==> src/rtl/seg7_pkg.sv <==
// Shared glyph table and segment bit order for the seven-segment driver and
// its capture counterpart, so the encoder and decoder cannot drift apart.
package seg7_pkg;

  localparam int SEG_W = 7;

  typedef enum int unsigned {
    SEG_A = 0, SEG_B = 1, SEG_C = 2, SEG_D = 3, SEG_E = 4, SEG_F = 5, SEG_G = 6
  } seg_bit_e;

  typedef logic [SEG_W-1:0] seg_t;

  localparam seg_t GLYPH_0     = 7'h3F;
  localparam seg_t GLYPH_1     = 7'h06;
  localparam seg_t GLYPH_2     = 7'h5B;
  localparam seg_t GLYPH_3     = 7'h4F;
  localparam seg_t GLYPH_4     = 7'h66;
  localparam seg_t GLYPH_5     = 7'h6D;
  localparam seg_t GLYPH_6     = 7'h7D;
  localparam seg_t GLYPH_7     = 7'h07;
  localparam seg_t GLYPH_8     = 7'h7F;
  localparam seg_t GLYPH_9     = 7'h6F;
  localparam seg_t GLYPH_A     = 7'h77;
  localparam seg_t GLYPH_B     = 7'h7C;
  localparam seg_t GLYPH_C     = 7'h39;
  localparam seg_t GLYPH_D     = 7'h5E;
  localparam seg_t GLYPH_E     = 7'h79;
  localparam seg_t GLYPH_F     = 7'h71;
  localparam seg_t GLYPH_BLANK = 7'h00;

  typedef struct packed {
    logic [3:0] value;
    logic       is_blank;
    logic       is_valid;
  } glyph_dec_t;

  function automatic seg_t seg7_encode(input logic [3:0] value);
    case (value)
      4'h0: return GLYPH_0;
      4'h1: return GLYPH_1;
      4'h2: return GLYPH_2;
      4'h3: return GLYPH_3;
      4'h4: return GLYPH_4;
      4'h5: return GLYPH_5;
      4'h6: return GLYPH_6;
      4'h7: return GLYPH_7;
      4'h8: return GLYPH_8;
      4'h9: return GLYPH_9;
      4'hA: return GLYPH_A;
      4'hB: return GLYPH_B;
      4'hC: return GLYPH_C;
      4'hD: return GLYPH_D;
      4'hE: return GLYPH_E;
      default: return GLYPH_F;
    endcase
  endfunction

endpackage

==> src/rtl/seg7_glyph_decode.sv <==
// Combinational inverse of seg7_encode: maps an active-high gfedcba pattern
// back to its hex value, flagging the all-off blank and unrecognized glyphs.
module seg7_glyph_decode
  import seg7_pkg::*;
(
  input  seg_t       pattern,
  output glyph_dec_t dec
);

  always_comb begin
    // NOTE: assign every field before the search so no path leaves dec unassigned (no latch).
    dec = '0;
    for (int v = 0; v < 16; v++) begin
      if (pattern == seg7_encode(4'(v))) begin
        dec.value    = 4'(v);
        dec.is_valid = 1'b1;
      end
    end
    dec.is_blank = (pattern == GLYPH_BLANK);
  end

endmodule

==> src/rtl/seg7_scan_capture.sv <==
// Reconstructs per-digit hex values from a scanned seven-segment bus, with
// stability filtering, per-frame completion pulse and a stale-display timeout.
module seg7_scan_capture
  import seg7_pkg::*;
#(
  parameter int NUM_DIGITS     = 4,
  parameter int STABLE_CYCLES  = 16,
  parameter int TIMEOUT_CYCLES = 262143,
  parameter bit SEG_ACT_LOW    = 1'b1,
  parameter bit DIG_ACT_LOW    = 1'b1
) (
  input  logic                    clock,
  input  logic                    reset,
  input  logic [SEG_W-1:0]        seg_in,
  input  logic [NUM_DIGITS-1:0]   dig_in,
  input  logic                    err_clear,
  output logic [4*NUM_DIGITS-1:0] digits,
  output logic [NUM_DIGITS-1:0]   digit_blank,
  output logic                    frame_valid,
  output logic                    code_error,
  output logic                    stale
);

  localparam int          IDX_W       = (NUM_DIGITS > 1) ? $clog2(NUM_DIGITS) : 1;
  localparam logic [7:0]  STABLE_MAX  = 8'(STABLE_CYCLES);
  localparam logic [17:0] TIMEOUT_MAX = 18'(TIMEOUT_CYCLES);

  seg_t                  seg_meta, seg_sync, seg_norm, ref_pat;
  logic [NUM_DIGITS-1:0] dig_meta, dig_sync, dig_norm, cap_hot, frame_mask, mask_next;
  logic [IDX_W-1:0]      sel_idx, ref_idx;
  logic                  sel_hot, ref_valid, same_pair, capture, frame_done;
  logic [7:0]            stab_cnt;
  logic [17:0]           tmo_cnt;
  glyph_dec_t            dec;

  always_ff @(posedge clock or negedge reset) begin
    if (!reset) begin
      seg_meta <= '0;
      seg_sync <= '0;
      dig_meta <= '0;
      dig_sync <= '0;
    end else begin
      // NOTE: non-blocking so each stage takes the previous stage's old value.
      seg_meta <= seg_in;
      seg_sync <= seg_meta;
      dig_meta <= dig_in;
      dig_sync <= dig_meta;
    end
  end

  assign seg_norm = SEG_ACT_LOW ? ~seg_sync : seg_sync;
  assign dig_norm = DIG_ACT_LOW ? ~dig_sync : dig_sync;

  always_comb begin
    sel_idx = '0;
    sel_hot = $onehot(dig_norm);
    for (int i = 0; i < NUM_DIGITS; i++) begin
      if (dig_norm[i]) sel_idx = IDX_W'(i);
    end
  end

  assign same_pair = sel_hot && ref_valid && (sel_idx == ref_idx) && (seg_norm == ref_pat);
  // Fires only on the step into STABLE_MAX, so a held pattern captures once.
  assign capture   = same_pair && (stab_cnt == STABLE_MAX - 8'd1);
  assign cap_hot   = capture ? dig_norm : '0;

  always_ff @(posedge clock or negedge reset) begin
    if (!reset) begin
      ref_valid <= 1'b0;
      ref_idx   <= '0;
      ref_pat   <= '0;
      stab_cnt  <= '0;
    end else begin
      ref_valid <= sel_hot;
      ref_idx   <= sel_idx;
      ref_pat   <= seg_norm;
      if (!sel_hot)                    stab_cnt <= '0;
      else if (!same_pair)             stab_cnt <= 8'd1;
      else if (stab_cnt != STABLE_MAX) stab_cnt <= stab_cnt + 8'd1;
    end
  end

  seg7_glyph_decode u_decode (
    .pattern (seg_norm),
    .dec     (dec)
  );

  assign mask_next  = frame_mask | cap_hot;
  assign frame_done = capture && (&mask_next);

  always_ff @(posedge clock or negedge reset) begin
    if (!reset) begin
      // NOTE: captured values are reset too; a mid-run reset must read back as zero.
      digits      <= '0;
      digit_blank <= '0;
      frame_mask  <= '0;
      frame_valid <= 1'b0;
      code_error  <= 1'b0;
    end else begin
      for (int i = 0; i < NUM_DIGITS; i++) begin
        if (cap_hot[i]) begin
          if (dec.is_valid) begin
            digits[4*i +: 4] <= dec.value;
            digit_blank[i]   <= 1'b0;
          end else if (dec.is_blank) begin
            digit_blank[i]   <= 1'b1;
          end
        end
      end
      frame_valid <= frame_done;
      frame_mask  <= frame_done ? '0 : mask_next;
      if (capture && !dec.is_valid && !dec.is_blank) code_error <= 1'b1;
      else if (err_clear)                            code_error <= 1'b0;
    end
  end

  always_ff @(posedge clock or negedge reset) begin
    if (!reset)                      tmo_cnt <= '0;
    else if (frame_valid)            tmo_cnt <= '0;
    else if (tmo_cnt != TIMEOUT_MAX) tmo_cnt <= tmo_cnt + 18'd1;
  end

  assign stale = (tmo_cnt == TIMEOUT_MAX);

endmodule

==> config.mk <==
export PLATFORM = sky130hd
export DESIGN_NAME = seg7_scan_capture
export DESIGN_NICKNAME = d
export VERILOG_FILES = /design/src/rtl/seg7_pkg.sv /design/src/rtl/seg7_glyph_decode.sv /design/src/rtl/seg7_scan_capture.sv
export SDC_FILE = /design/constraint.sdc
export NUM_CORES = 1
export LEC_CHECK = 0
export BUFFER_PORTS_ARGS = -buffer_cell sky130_fd_sc_hd__buf_4
export CAP_MARGIN = 30
export CORE_ASPECT_RATIO = 1.1
export CORE_MARGIN = 3
export CORE_UTILIZATION = 35
export DETAILED_ROUTE_END_ITERATION = 10
export PLACE_DENSITY = 0.53
export RECOVER_POWER = 100
export SLEW_MARGIN = 20
export SYNTH_ARGS = -nofsm -noshare
export SYNTH_HDL_FRONTEND = slang
export SYNTH_SLANG_ARGS = --single-unit
==> constraint.sdc <==
create_clock -name clock -period 3.3 [get_ports clock]
set_input_delay 0.33 -clock clock [delete_from_list [all_inputs] [get_ports clock]]
set_output_delay 0.33 -clock clock [all_outputs]
set_load 0.01 [all_outputs]
After elaboration in Yosys (flattened, before gate mapping)
Cells that the tools add are included.
Storage, ports and cells
  register bits: 84
  input bits: 14
  output and inout port bits: 23
  logic and storage cells: 119
Operators by class
  add/subtract/negate cells: 5
  eq/ne operators: 24
  muxes and demuxes: 45
  bitwise gates (word level): 3
  reductions and logical operators: 22
Operator list (count)
  7-bit equality test (second input constant): 12
  4-bit 2-to-1 mux: 10
  18-bit 2-to-1 mux: 2
  8-bit 2-to-1 mux: 3
  1-bit 2-to-1 mux: 22
  18-bit by 1-bit adder with 18-bit output (second input constant): 1
  18-bit equality test (second input constant): 1
  18-bit inequality test (second input constant): 1
  2-bit AND reduction: 8
  7-bit by 3-bit equality test with 1-bit output (second input constant): 2
  7-bit by 6-bit equality test with 1-bit output (second input constant): 2
  3-bit 2-to-1 mux: 4
  8-bit by 1-bit adder with 8-bit output (second input constant): 1
  8-bit by 4-bit equality test with 1-bit output (second input constant): 1
  2-bit 2-to-1 mux: 4
  8-bit by 5-bit inequality test with 1-bit output (second input constant): 1
  7-bit equality test: 1
  1-bit logical AND: 7
  7-bit zero test: 1
  7-bit NOT: 1
  2-bit nonzero test: 3
  1-bit by 1-bit adder with 2-bit output: 2
  4-bit NOT: 1
  4-bit bitwise OR: 1
  other kinds (6): 7

Longest topological paths before layout
  depth after elaboration: 22
  depth in mapped cells: 10
  mapped depth without buffers: 9

Cells and area by module
Synthesis repeated with hierarchy kept, for this count alone.
Second synthesis, totals
  cells, all modules: 352
  area, all modules: 3857.4 µm²
Modules (own cells, without submodules)
  seg7_scan_capture: times used 1, cells an instance 290, area an instance 3455.8 µm², sequential area each 2102.0 µm²
  seg7_glyph_decode: times used 1, cells an instance 62, area an instance 401.6 µm², sequential area each 0.0 µm²

Worst setup path after synthesis
Ideal clock, no wire load.
  path kind: register to register
  from: register dig_sync[0]
  to: register digit_blank[0]
  setup time: 75 ps
  arrival time: 2957 ps
  required time: 3225 ps
  path slack: 268 ps
  cell stages (with the launch flop): 11
  buffers on the path: 1
  clock period less this slack: 3032 ps
  path through: dfrtp_1 > fa_1 > inv_1 > ha_1 > ha_1 > nor3b_1 > and3_1 > o2111ai_2 > buf_6 > or4_4 > a21oi_2
Between the ends
  cells in the longest elaborated chain, start to end: 10
RTL lines
  from (decl): line seg7_scan_capture.sv:29  | logic [NUM_DIGITS-1:0] dig_meta, dig_sync, dig_norm, cap_hot, frame_mask, mask_next;
  from (signal assigned): line seg7_scan_capture.sv:47  | dig_sync <= dig_meta;
  4-bit NOT: line seg7_scan_capture.sv:52  | assign dig_norm = DIG_ACT_LOW ? ~dig_sync : dig_sync;
  1-bit by 1-bit adder with 2-bit output (not written as such): line seg7_scan_capture.sv:56  | sel_hot = $onehot(dig_norm);
  2-bit by 2-bit adder with 3-bit output (not written as such): line seg7_scan_capture.sv:56
  3-bit by 1-bit equality test with 1-bit output: line seg7_scan_capture.sv:56
  via sel_hot: line seg7_scan_capture.sv:31  | logic sel_hot, ref_valid, same_pair, capture, frame_done;
  1-bit logical AND (3 in a row): line seg7_scan_capture.sv:62  | assign same_pair = sel_hot && ref_valid && (sel_idx == ref_idx) && (seg_norm == ref_pat);
  1-bit logical AND: line seg7_scan_capture.sv:64  | assign capture = same_pair && (stab_cnt == STABLE_MAX - 8'd1);
  4-bit 2-to-1 mux: line seg7_scan_capture.sv:65  | assign cap_hot = capture ? dig_norm : '0;
  2-bit AND reduction (no line)
  to (signal assigned): line seg7_scan_capture.sv:95  | digit_blank <= '0;
  to (signal, indexed assignment): line seg7_scan_capture.sv:104  | digit_blank[i] <= 1'b0;
  to (signal, indexed assignment): line seg7_scan_capture.sv:106  | digit_blank[i] <= 1'b1;
  to (decl): line seg7_scan_capture.sv:18  | output logic [NUM_DIGITS-1:0] digit_blank,
The timed path passes the listed nets, and every way through them passes these cells.
A chain may end at the register's enable or synchronous reset.

Final worst setup path
Same ends and word-level chain as after synthesis.

==> metrics.json <==
{
  "power": {
    "fraction_of_power_consumed_by_combinational_cells": 0.047,
    "total_leakage_power_nw": 1.94,
    "netSwitchingFraction": 0.205,
    "internal_power_mw": 1.83,
    "p_per_area_nw_per_um2": 494,
    "max_vdd_drop_mv": 0.203,
    "power.share.sequential": 0.469,
    "netSwitchingPower_mw": 0.473,
    "clk_pwr_share": 0.483
  },
  "drt": {
    "wl_per_cell_um": 14.8,
    "wirelength_um": 8060,
    "drtIter0Drc": 101,
    "detail_route.drc_violations": 0,
    "drt-vias-per-instance": 5.04,
    "drt_first_pass_iters": 4,
    "via_count": 2754,
    "ant_nets": 0
  },
  "worst_setup_path": {
    "worstReg2RegStart": "dig_sync[0]",
    "crit_slowest_cell": "sky130_fd_sc_hd__fa_1",
    "path_common_cell": "sky130_fd_sc_hd__ha_1",
    "timing.setup.critical_path_class": "reg2reg",
    "critical_path.cell_chain": "fa_1 -> inv_1 -> ha_1 -> ha_1 -> nor3b_2 -> and3_2 -> o2111ai_4 -> clkbuf_2 -> or4_4 -> a21oi_1",
    "worst_ep_arrival_time_ps": 3370,
    "critical_path.n_buffers_inverters": 2,
    "crit_end_element": "register",
    "cp_slowest_stage_delay_ps": 550,
    "crit_start": "dig_sync[0]",
    "worstPathRequired_ps": 3550,
    "critical-path-top-delay-family": "simple AND/OR/NAND/NOR gates",
    "setup.worst_path.start_class": "register",
    "critical_path_peak_fanout": 7
  },
  "grt": {
    "wire_length_of_the_first_global_routing_pass_um": 13600,
    "grt_start_max_net_pins": 55,
    "grt_pass1_vias": 2761,
    "congestion_overflow_gr": 0,
    "grt_use_total": 0.134,
    "initial_antenna_violation_count": 0
  },
  "placement": {
    "place_inst": 529,
    "dpl_worst_slack_ps": -8.19,
    "dpl.hpwl_um": 5740,
    "port_buffers": 36,
    "gp_congestion": 0.783
  },
  "yosys": {
    "synth.net_count": 377,
    "synth-main-ff-cell": "sky130_fd_sc_hd__dfrtp_1",
    "postSynthAreaPerCell_um2": 11.3,
    "ffs_w_async_s_r_synth": 1.00,
    "synth-seq-cells": 84,
    "yosys_warning_total": 0,
    "distinct_cell_type_count_after_synthesis": 65,
    "ys_seq_area_frac": 0.522,
    "syn_area_um2": 4030,
    "syn_inst": 357,
    "synth_enable_flop_cells": 0
  },
  "clock_tree": {
    "clock_latency_ps": 330,
    "h_tree_lvls": 3,
    "tritoncts.num_buffers": 9,
    "tritoncts": "yes",
    "cts.root.buffer_cell": "sky130_fd_sc_hd__clkbuf_16",
    "cts.reportedPaths.clkPinSlew_ps": 60,
    "cts-root-to-sink-buffers": 2,
    "cts_sinks": 84
  },
  "die": {
    "floorplan.initialDensity": 0.364,
    "pin_count": 37,
    "rows": 40,
    "die_height_um": 119,
    "fp.coreArea_um2": 11100,
    "fp.dieArea_um2": 12800,
    "die_width_um": 108
  },
  "sta": {
    "fin_worst_skew_ps": 9.64,
    "max-slew-margin-rel": -0.117,
    "max_frequency_ghz": 0.321,
    "rsz0062_at_grt": "false",
    "final_period_minus_worst_setup_slack_ps": 3120,
    "drv_slew": 32,
    "setup_ws_ps": 180,
    "worst_margin_pin_slew_ps": 1680,
    "post-route-period-util": 0.945,
    "setup-violations-final": 0,
    "final_hold_viol_count": 0
  },
  "outcome": {
    "violations": "max-capacitance violations, max-slew violations",
    "result_of_the_run": "finished, violations left"
  },
  "hold_path": {
    "worst_hold_path_type": "in2reg",
    "worst_hold_startpoint": "seg_in[5]"
  },
  "finish": {
    "ff_latch_area_um2": 2100,
    "finish.cell_count_without_fillers": 546,
    "layout-drive-gt1-share": 0.155,
    "fillers": 1106,
    "multi_input_area_um2": 1760,
    "num-nets-final": 415,
    "n_antenna_cell": 0,
    "area.growth.synth_to_final_pct": 16.1
  },
  "run": {
    "maxCapViolCount": 1
  }
}
## metal layers
metal  global-route usage  share of wire
met5                    0              0
met3               0.0371          0.038
met1                0.169           0.46
met2                0.220           0.49
met4               0.0450          0.016
## metrics by stage
step	util	setup TNS (ps)	hold WS [ps]	total power, mW	instance area (um2)
after global routing	0.423	0	106	2.40	4670
after CTS	0.433	0	88.6	2.35	4790
after floorplan	-	0	34.4	1.16	4030
after detailed placement	0.401	-19.4	312	1.21	4440
after global placement	0.399	0	334	1.21	4410
final	0.423	0	124	2.31	4670
## flip-flops by register name, indices dropped and copies added (netlist names), 2 cells and up
register,count
tmo_cnt,18
digits,16
stab_cnt,8
ref_pat,7
seg_meta,7
seg_sync,7
dig_meta,4
dig_sync,4
digit_blank,4
frame_mask,4
ref_idx,2
## what timing repair did
action | 4_1_cts | 5_1_grt
buffers inserted | 0 | 0
endpoints found under the hold margin | 30 | 0
pin swaps | 0 | 1
hold buffers | 1 | 0
setup endpoints to repair | 4 | 25
resized for setup | 1 | 2
## logic make-up (layout without fill, tap and decap cells)
kind of cell	count (synthesis)	count (layout)	share of synthesized area
flip-flops	84	84	0.522
adder cells (fa/ha/maj)	7	7	0.0230
multiplexers	16	16	0.0438
XOR/XNOR	25	25	0.0544
AO/OA/AOI/OAI	51	51	0.115
AND/OR/NAND/NOR	137	137	0.197
buffers and inverters	37	79	0.0447
## power by group through the flow
| stage | clock network, mW | registers [mW] | logic [mW] |
|---|---|---|---|
| 4_1_cts | 1.15 | 1.08 | 0.117 |
| 3_3_place_gp | 0 | 1.10 | 0.107 |
| 5_1_grt | 1.19 | 1.09 | 0.125 |
| 3_5_place_dp | 0 | 1.10 | 0.112 |
| 6_report | 1.12 | 1.08 | 0.109 |
| 2_1_floorplan | 0 | 1.08 | 0.0779 |
## cells in the final DEF, fill, tap and decap left out, types with 9 or more instances in the layout
cell type                   instances
sky130_fd_sc_hd__xnor2_1           15
sky130_fd_sc_hd__dfrtp_1           84
sky130_fd_sc_hd__mux2_2            12
sky130_fd_sc_hd__nor3_1             9
sky130_fd_sc_hd__inv_1             21
sky130_fd_sc_hd__nand2_1           14
sky130_fd_sc_hd__o31ai_1           10
sky130_fd_sc_hd__nor2_1            40
sky130_fd_sc_hd__clkbuf_16          9
sky130_fd_sc_hd__clkbuf_4          12
sky130_fd_sc_hd__nor4_1            11
sky130_fd_sc_hd__xor2_1            10
sky130_fd_sc_hd__clkbuf_1          29
sky130_fd_sc_hd__nand3_1            9
sky130_fd_sc_hd__o21ai_0            9
## path summary, 6_finish.rpt
path,slack [ps],to,depth (start not counted)
worst max-delay path,180,digit_blank[0],10
worst min-delay path,120,seg_meta[5],1
worst max register to register,180,digit_blank[0],10
worst min register to register,350,seg_sync[1],0
max in group asynchronous,710,digits[4],3
min in group asynchronous,970,dig_meta[2],2
## layout make-up
type                            instances  area share
Tap cell                              147      0.0393
Clock buffer                           11      0.0498
Inverter                               21      0.0169
Timing Repair Buffer                   43      0.0468
Sequential cell                        84       0.450
Clock inverter                          4      0.0211
Multi-Input combinational cell        236       0.376
## synthesized netlist by cell type (5+ instances only)
master,instances,share of area
sky130_fd_sc_hd__nand2_1,14,0.013
sky130_fd_sc_hd__nor3_1,9,0.011
sky130_fd_sc_hd__o21ai_0,9,0.011
sky130_fd_sc_hd__dfrtp_1,84,0.52
sky130_fd_sc_hd__or3_1,6,0.0093
sky130_fd_sc_hd__xor2_1,10,0.022
sky130_fd_sc_hd__mux2_2,12,0.034
sky130_fd_sc_hd__inv_1,21,0.020
sky130_fd_sc_hd__ha_1,5,0.016
sky130_fd_sc_hd__and3_1,5,0.0078
sky130_fd_sc_hd__nor4_1,11,0.017
sky130_fd_sc_hd__nor2b_1,5,0.0078
sky130_fd_sc_hd__buf_2,6,0.0075
sky130_fd_sc_hd__nand3_1,9,0.011
sky130_fd_sc_hd__xnor2_1,15,0.033
sky130_fd_sc_hd__nor2_1,40,0.037
sky130_fd_sc_hd__o31ai_1,10,0.019
(Power assumes the default switching activity.)
